`src/rtl/mem_save_block_fifo.sv`:
```
// Purpose: FWFT FIFO buffering DEPTH hash blocks/digests between a SHA-2 core and its consumer.
// Latency: a push into an empty FIFO is visible on block_out one cycle after the write edge.
// Backpressure: full drops writes (sticky overflow) unless a pop happens in the same cycle; empty ignores reads (sticky underflow).
module mem_save_block_fifo #(
    parameter int WIDTH = 256,
    parameter int DEPTH = 4,
    localparam int CW   = $clog2(DEPTH) + 1
) (
    input  logic             CLK,
    input  logic             RST,
    input  logic             clear,
    input  logic             write_en,
    input  logic [WIDTH-1:0] block_in,
    input  logic             read_en,
    output logic [WIDTH-1:0] block_out,
    output logic             full,
    output logic             empty,
    output logic [CW-1:0]    count,
    output logic             overflow,
    output logic             underflow
);

    // Pointer width; DEPTH is a power of two so pointers wrap by plain overflow.
    localparam int PW = $clog2(DEPTH);

    // Storage is not reset: the head is masked to zero whenever the FIFO is empty.
    logic [WIDTH-1:0] mem_q [DEPTH];

    logic [PW-1:0] wr_ptr_q, wr_ptr_d;
    logic [PW-1:0] rd_ptr_q, rd_ptr_d;
    logic [CW-1:0] count_q, count_d;
    logic          overflow_q, overflow_d;
    logic          underflow_q, underflow_d;

    logic          full_w;
    logic          empty_w;
    logic          push_w;
    logic          pop_w;

    // Status decodes from the registered occupancy.
    always_comb begin
        full_w  = (count_q == CW'(DEPTH));
        empty_w = (count_q == '0);
    end

    // Accept decisions; clear overrides both requests. A pop frees a slot, so a
    // write while full is still taken when paired with a read. A read on an empty
    // FIFO is never satisfied from the same-cycle write.
    always_comb begin
        push_w = 1'b0;
        pop_w  = 1'b0;
        if (!clear) begin
            push_w = write_en && (!full_w || read_en);
            pop_w  = read_en && !empty_w;
        end
    end

    // Next-state for pointers, occupancy and the sticky error flags.
    always_comb begin
        wr_ptr_d    = wr_ptr_q;
        rd_ptr_d    = rd_ptr_q;
        count_d     = count_q;
        overflow_d  = overflow_q;
        underflow_d = underflow_q;
        if (clear) begin
            wr_ptr_d    = '0;
            rd_ptr_d    = '0;
            count_d     = '0;
            overflow_d  = 1'b0;
            underflow_d = 1'b0;
        end else begin
            if (push_w) begin
                wr_ptr_d = wr_ptr_q + PW'(1);
            end
            if (pop_w) begin
                rd_ptr_d = rd_ptr_q + PW'(1);
            end
            case ({push_w, pop_w})
                2'b10:   count_d = count_q + CW'(1);
                2'b01:   count_d = count_q - CW'(1);
                default: count_d = count_q;
            endcase
            if (write_en && full_w && !read_en) begin
                overflow_d = 1'b1;
            end
            if (read_en && empty_w) begin
                underflow_d = 1'b1;
            end
        end
    end

    // Control state register; reset empties the FIFO without waiting for a clock edge.
    always_ff @(posedge CLK or negedge RST) begin
        if (!RST) begin
            wr_ptr_q    <= '0;
            rd_ptr_q    <= '0;
            count_q     <= '0;
            overflow_q  <= 1'b0;
            underflow_q <= 1'b0;
        end else begin
            wr_ptr_q    <= wr_ptr_d;
            rd_ptr_q    <= rd_ptr_d;
            count_q     <= count_d;
            overflow_q  <= overflow_d;
            underflow_q <= underflow_d;
        end
    end

    // Data array write on an accepted push only.
    always_ff @(posedge CLK) begin
        if (push_w) begin
            mem_q[wr_ptr_q] <= block_in;
        end
    end

    // First-word-fall-through head, forced to zero when nothing is stored.
    always_comb begin
        block_out = '0;
        if (!empty_w) begin
            block_out = mem_q[rd_ptr_q];
        end
    end

    assign full      = full_w;
    assign empty     = empty_w;
    assign count     = count_q;
    assign overflow  = overflow_q;
    assign underflow = underflow_q;

endmodule

```
`config.mk`:
```
export PLATFORM = sky130hd
export DESIGN_NAME = mem_save_block_fifo
export DESIGN_NICKNAME = d
export VERILOG_FILES = /design/src/rtl/mem_save_block_fifo.sv
export SDC_FILE = /design/constraint.sdc
export NUM_CORES = 1
export LEC_CHECK = 0
export ABC_AREA = 1
export CELL_PAD_IN_SITES_DETAIL_PLACEMENT = 2
export CELL_PAD_IN_SITES_GLOBAL_PLACEMENT = 2
export CORE_ASPECT_RATIO = 0.5
export CORE_UTILIZATION = 38
export DETAILED_ROUTE_END_ITERATION = 7
export PLACE_DENSITY_LB_ADDON = 0.1
export REMOVE_ABC_BUFFERS = 1
export SLEW_MARGIN = 20
export SYNTH_ARGS = -nofsm -noshare
export SYNTH_HDL_FRONTEND = slang
export SYNTH_SLANG_ARGS = --single-unit
export TNS_END_PERCENT = 50
```
`constraint.sdc`:
```
create_clock -name CLK -period 39.1 [get_ports CLK]
set_input_delay 7.82 -clock CLK [delete_from_list [all_inputs] [get_ports CLK]]
set_output_delay 7.82 -clock CLK [all_outputs]
set_load 0.05 [all_outputs]
```
==> impl_metrics.tcl, run 1 <==
set metrics [dict create \
    die-area_um2 107200 \
    dieHeight_um 232.1 \
    htreeDepth 3 \
    whs_path_depth 1 \
    multi_input_area_um2 7988 \
    clock_latency_ns 0.70 \
    p_switching_w 0.0009687 \
    min_from "overflow" \
    grt_max_degree 225 \
    place_congestion 0.7692 \
    pin_count 524 \
    clkPwrFrac_pct 31.3 \
    required_ns 31.28 \
    ys_ff_latch 1033 \
    rr_endpoint "mem_q[0][1]" \
    power_density_nw_per_um2 59.24 \
    place_inst 4851 \
    hold_buffers 0 \
    setup_violations 0 \
    hold_violations 0 \
    drtAntennaViolNets 0 \
    p_comb_share_pct 25.5 \
    vias 26020 \
    synth_cell_types 23 \
    routed.top_layer "met5" \
    die_w_um 462.1 \
    fin_util_pct 47.54 \
    clkTransAtPathRegs_ns 0.07 \
    start_kind "register" \
    synth_area_leader_cell "edfxtp_1" \
    power_frac_seq_pct 43.2 \
    routedWlPerCell_um 24.85 \
    port-buffer-count 523 \
    vias_per_cell 5.180 \
    gr-total-overflow 0 \
    p_int_w 0.001953 \
    start_util_pct 38.77 \
    area.sequential_um2 30980 \
    finalCritPeriodShare_pct 33.74 \
    track_usage_pct 23.21 \
    max_cap_viol_count 0 \
    regToRegSetupSlack_ns 34.53 \
    synthArstFlopShare_pct 0.8712 \
    peakVddDrop_v 0.00006300 \
    grt_pass1_vias 29260 \
    cts_root_buf "clkbuf_16" \
    route.met3.wl_mm 3.518 \
    num_rows 83 \
    grt_pass1_wl_mm 185.2 \
    drive_gt1_share_pct 4.563 \
    fin_cells 5023 \
    crit_type "register to output port" \
    cts_tree "yes" \
    synth-edff-count 1024 \
    synth_top_area_share_pct 76.45 \
    layout_min_cycle_time_ns 13.19 \
    ys_seq_area_share_pct 77.01 \
    finalSetupTns_ns 0 \
    swShare_pct 33.16 \
    yosysMostFrequentCell "nor2_1" \
    layout.nets 3814 \
    r2r_start "count[0]" \
    power_leakage_nw 16.20 \
    slew_headroom_pct 25.41 \
    syn_area_um2 40220 \
    cts.repair.resized 0 \
    drt_wl_total_mm 124.8 \
    clockBufferDepth 3 \
    tightest_slew_ns 1.119 \
    synth.area.top_cells "edfxtp_1 76%, nor2_1 9.6%, o21ai_0 6.3%" \
    ff2ff_path_depth 9 \
    clock_sinks 1033 \
    antenna_found_initial 12 \
    met1_length_mm 50.54 \
    fin_worst_skew_ns 0.01852 \
    netlist_instances 3089 \
    max_freq_mhz 75.80 \
    critPathArrivalTime_ns 5.37 \
    synth_warnings 0 \
    dr.pass1.iters 5 \
    syn2layout_area_growth_pct 22.61 \
    endpoint_kind "output port" \
    p_total_w 0.002921 \
    outcome "complete, no violations" \
    avgSynthCellArea_um2 13.02 \
    cts_made_buffers 97 \
    cp_max_fo 72 \
    first_iter_violations 1431 \
    route.detailed.drc 0 \
    cts_setup_buffers 0 \
    met2WireLength_mm 68.22 \
    synth-main-ff-cell "edfxtp_1" \
    core_area_um2 103700 \
    final-max-slew-violation-count 0 \
    hpwl_mm 74.19 \
    rsz0062_at_grt "no" \
    min_to "overflow" \
    fill_cells 10010 \
    synth.cells.most_frequent "1,034 x nor2_1, 1,024 x edfxtp_1, 509 x o21ai_0" \
    hold_class "register to register" \
]
-- worst max-delay path: stages (launching register included) --
cell             delay [ns]
dfrtp_4                0.71
buf_4                  0.64
buf_4                  0.80
buf_4                  0.82
nor2_1                 0.14
nor2_1                 0.13
o21ai_0                0.11
a21oi_1                0.33
clkdlybuf4s50_1        0.87
-- metrics by stage --
step	cell area [um2]	setup WS [ns]	hold slack [ns]
floorplan	39000	17.56	0.5794
global placement	46370	26.66	0.4919
detailed placement	46370	26.62	0.5066
CTS	49310	25.85	0.5222
global route	49320	25.64	0.5461
finish	49320	25.91	0.5246
-- cell type report --
cell class                 instances  share of cell area, %
antenna                            5                0.02537
clock buffer                     130                  5.449
tap                             1402                  3.557
timing repair buffer             559                  11.26
clock inverter                    37                 0.5023
multi-input combinational       1840                  16.20
inverter                          17                 0.1852
sequential                      1033                  62.82
-- how the worst max path moves through the flow --
stage / from / endpoint / slack, ns / cells past startpoint
after global placement: read_en / mem_q[2][96] / 26.66 / 10
after global routing: rd_ptr_q[0] / block_out[143] / 25.64 / 8
after detailed placement: rd_ptr_q[0] / block_out[143] / 26.62 / 8
final: rd_ptr_q[0] / block_out[143] / 25.91 / 8
after floorplan: rd_ptr_q[0] / block_out[245] / 17.56 / 3
after CTS: rd_ptr_q[0] / block_out[143] / 25.85 / 8
-- state kept, by name, summed over array words and instances, names as in the netlist --
register,flops
mem_q,1024
count,3
rd_ptr_q,2
wr_ptr_q,2
overflow,1
underflow,1
-- cells in the final DEF (no fill, tap or decap), drive strengths merged --
master	netlist	layout
diode	0	5
buf	141	36
a21oi	259	259
nor2	1034	1034
nor3	2	2
ha	4	4
clkdlybuf4s50	0	523
fa	1	1
clkbuf	58	130
o21a	2	2
dfrtp	9	9
nand4	3	3
inv	17	17
edfxtp	1024	1024
bufinv	0	3
nand2	12	12
clkinv	0	34
o21ai	516	516
xnor2	1	1
nand3	6	6
-- routing by layer --
| metal | vias to the layer above | GRT usage [%] |
|---|---|---|
| met5 | - | 0 |
| met3 | 165 | 3.775 |
| met4 | 10 | 5.575 |
| li1 | 11940 | - |
| met2 | 316 | 43.84 |
| met1 | 13590 | 27.31 |
-- cells by family after synthesis --
kind of cell / synth area share, %
and+or+nand+nor: 9.908
DFF: 77.01
AOI/OAI and AO/OA: 9.680
buffers and inverters: 3.207
adders and majority gates: 0.1742
xor gates and xnor gates: 0.02178
-- power groups by stage --
stage | Combinational [W] | Sequential [W] | Clock [W]
after CTS | 0.000759 | 0.00126 | 0.000939
after floorplan | 0.000449 | 0.00132 | 0
after detailed placement | 0.000754 | 0.00129 | 0
final | 0.000746 | 0.00126 | 0.000914
after global placement | 0.000740 | 0.00128 | 0
after global routing | 0.000787 | 0.00126 | 0.000974
Note: power is estimated with default switching activity, not from simulation.
==> run 2: changes to the inputs <==
--- a/config.mk
+++ b/config.mk
@@ -9,7 +9,7 @@
 export CELL_PAD_IN_SITES_DETAIL_PLACEMENT = 2
 export CELL_PAD_IN_SITES_GLOBAL_PLACEMENT = 2
 export CORE_ASPECT_RATIO = 0.5
-export CORE_UTILIZATION = 38
+export CORE_UTILIZATION = 34
 export DETAILED_ROUTE_END_ITERATION = 7
 export PLACE_DENSITY_LB_ADDON = 0.1
 export REMOVE_ABC_BUFFERS = 1
==> constraint.sdc (replaced) <==
create_clock -name CLK -period 11.2 [get_ports CLK]
set_input_delay 2.24 -clock CLK [delete_from_list [all_inputs] [get_ports CLK]]
set_output_delay 2.24 -clock CLK [all_outputs]
set_load 0.05 [all_outputs]
==> run 2 against run 1 <==
Compared with the run above: cell area rose by 1.2%; sequential share of layout area fell by 0.77 points; global-route usage is 2.9 points lower; clock power rose to 3.8 times the previous value; utilization down 4.6 points; setup slack got worse by 22 ns; sequential cell count unchanged; register-to-register slack got worse by 27 ns; non-clock buffer count decreased by 1; worst hold slack got worse by 0.017 ns; largest cell class unchanged.
==> impl_metrics.tcl, run 2 (synthesis results as in run 1) <==
set metrics [dict create \
    pin_count 524 \
    crit_type "register to output port" \
    dpl_cell_area_um2 46630 \
    hpwl_mm 69.79 \
    cp_max_fo 156 \
    routed.top_layer "met5" \
    hold_buffers 0 \
    clock_latency_ns 0.71 \
    place_congestion 0.7281 \
    met2WireLength_mm 66.27 \
    max_cap_viol_count 0 \
    route.met3.wl_mm 3.289 \
    cts_setup_buffers 0 \
    largest_register_ffs 1024 \
    max_freq_mhz 137.9 \
    core_area_um2 116300 \
    tightest_slew_ns 1.076 \
    grt_max_degree 168 \
    power_density_nw_per_um2 209.1 \
    dr.pass1.iters 5 \
    p_total_w 0.01044 \
    peakVddDrop_v 0.0001348 \
    clock_sinks 1033 \
    drive_gt1_share_pct 4.937 \
    slew_headroom_pct 28.27 \
    power_leakage_nw 16.36 \
    vias 25860 \
    critPathArrivalTime_ns 5.01 \
    track_usage_pct 20.31 \
    grt_pass1_wl_mm 181.5 \
    port-buffer-count 523 \
    clkTransAtPathRegs_ns 0.07 \
    routedWlPerCell_um 23.39 \
    required_ns 8.96 \
    die-area_um2 119800 \
    cts.repair.resized 0 \
    start_kind "register" \
    endpoint_kind "output port" \
    num_rows 88 \
    gr-total-overflow 0 \
    cts_root_buf "clkbuf_16" \
    met1_length_mm 48.93 \
    layout.nets 3815 \
    cts_tree "yes" \
    vias_per_cell 4.955 \
    layout_common_cells "1,030 x nor2_1, 1,024 x edfxtp_1, 523 x clkdlybuf4s50_1" \
    route.detailed.drc 0 \
    layout_min_cycle_time_ns 7.251 \
    fin_worst_hold_slack_ns 0.5074 \
    syn2layout_area_growth_pct 24.13 \
    final-max-slew-violation-count 0 \
    rsz0062_at_grt "no" \
    finalCritPeriodShare_pct 64.74 \
    hold_class "register to register" \
    first_iter_violations 1085 \
    start_util_pct 34.59 \
    grt_pass1_vias 28900 \
    clockBufferDepth 3 \
    drtAntennaViolNets 0 \
    top_register "mem_q" \
    outcome "complete, no violations" \
    htreeDepth 3 \
    final_common_cell "nor2_1" \
    cts_made_buffers 99 \
    die_w_um 488.4 \
    hold_violations 0 \
    fin_util_pct 42.94 \
    final_area_um2 49930 \
    finalSetupTns_ns 0 \
    drt_wl_total_mm 122.1 \
    antenna_found_initial 20 \
    setup_violations 0 \
    fin_worst_skew_ns 0.02865 \
    dieHeight_um 245.2 \
]
## run 2: changes by cell type in the layout (fill, tap and decap cells not counted), moves of 3 or more
| cell | change |
|---|---|
| diode_2 | +13 |
| clkbuf_1 | -3 |
| clkbuf_8 | -3 |
| bufinv_16 | +10 |
| clkinv_2 | +5 |
| buf_4 | -5 |
| buf_12 | +4 |
## run 2: final timing paths
path,start,to,slack [ns],depth (start not counted)
worst max-delay path,rd_ptr_q[0],block_out[121],3.95,7
max in group asynchronous,RST,rd_ptr_q[1],8.95,1
min in group asynchronous,RST,rd_ptr_q[0],1.88,1
worst min-delay path,overflow,overflow,0.51,1
worst min register to register,overflow,overflow,0.51,1
worst max register to register,count[0],mem_q[3][50],7.53,8
## run 2: worst max-delay path, stage by stage, from the launching register on
cell and delay, ns:
dfrtp_4 0.93, buf_12 0.53, buf_4 0.85, nor2_1 0.14, nor2_1 0.14, o21ai_0 0.11, a21oi_1 0.20, clkdlybuf4s50_1 0.95
## run 2: through the flow
| stage | setup slack [ns] | std cells |
|---|---|---|
| after floorplan | -4.761 | 2890 |
| after global placement | 4.833 | 5023 |
| after detailed placement | 4.726 | 5023 |
| after CTS | 3.881 | 5201 |
| after global routing | 3.599 | 5218 |
| final | 3.949 | 5219 |
## run 2: layer usage
metal | global-route usage, % | vias to the layer above
li1 | - | 11960
met1 | 23.05 | 13420
met2 | 38.03 | 308
met3 | 3.338 | 168
met4 | 7.641 | 6
met5 | 0 | -
## run 2: area by class of cell
cell class	instances	area [um2]
Antenna cell	18	45.04
Multi-Input combinational cell	1840	7988
Tap cell	1575	1971
Sequential cell	1033	30980
Clock inverter	54	614.3
Inverter	17	96.34
Timing Repair Buffer	558	5598
Clock buffer	124	2635
Fill cell	11510	66340
## run 2: report_power, final
group	switching (W)	internal, W	total [W]
combinational	0.00186	0.000713	0.00257
clock	0.00149	0.00196	0.00346
sequential	0.0000448	0.00437	0.00441
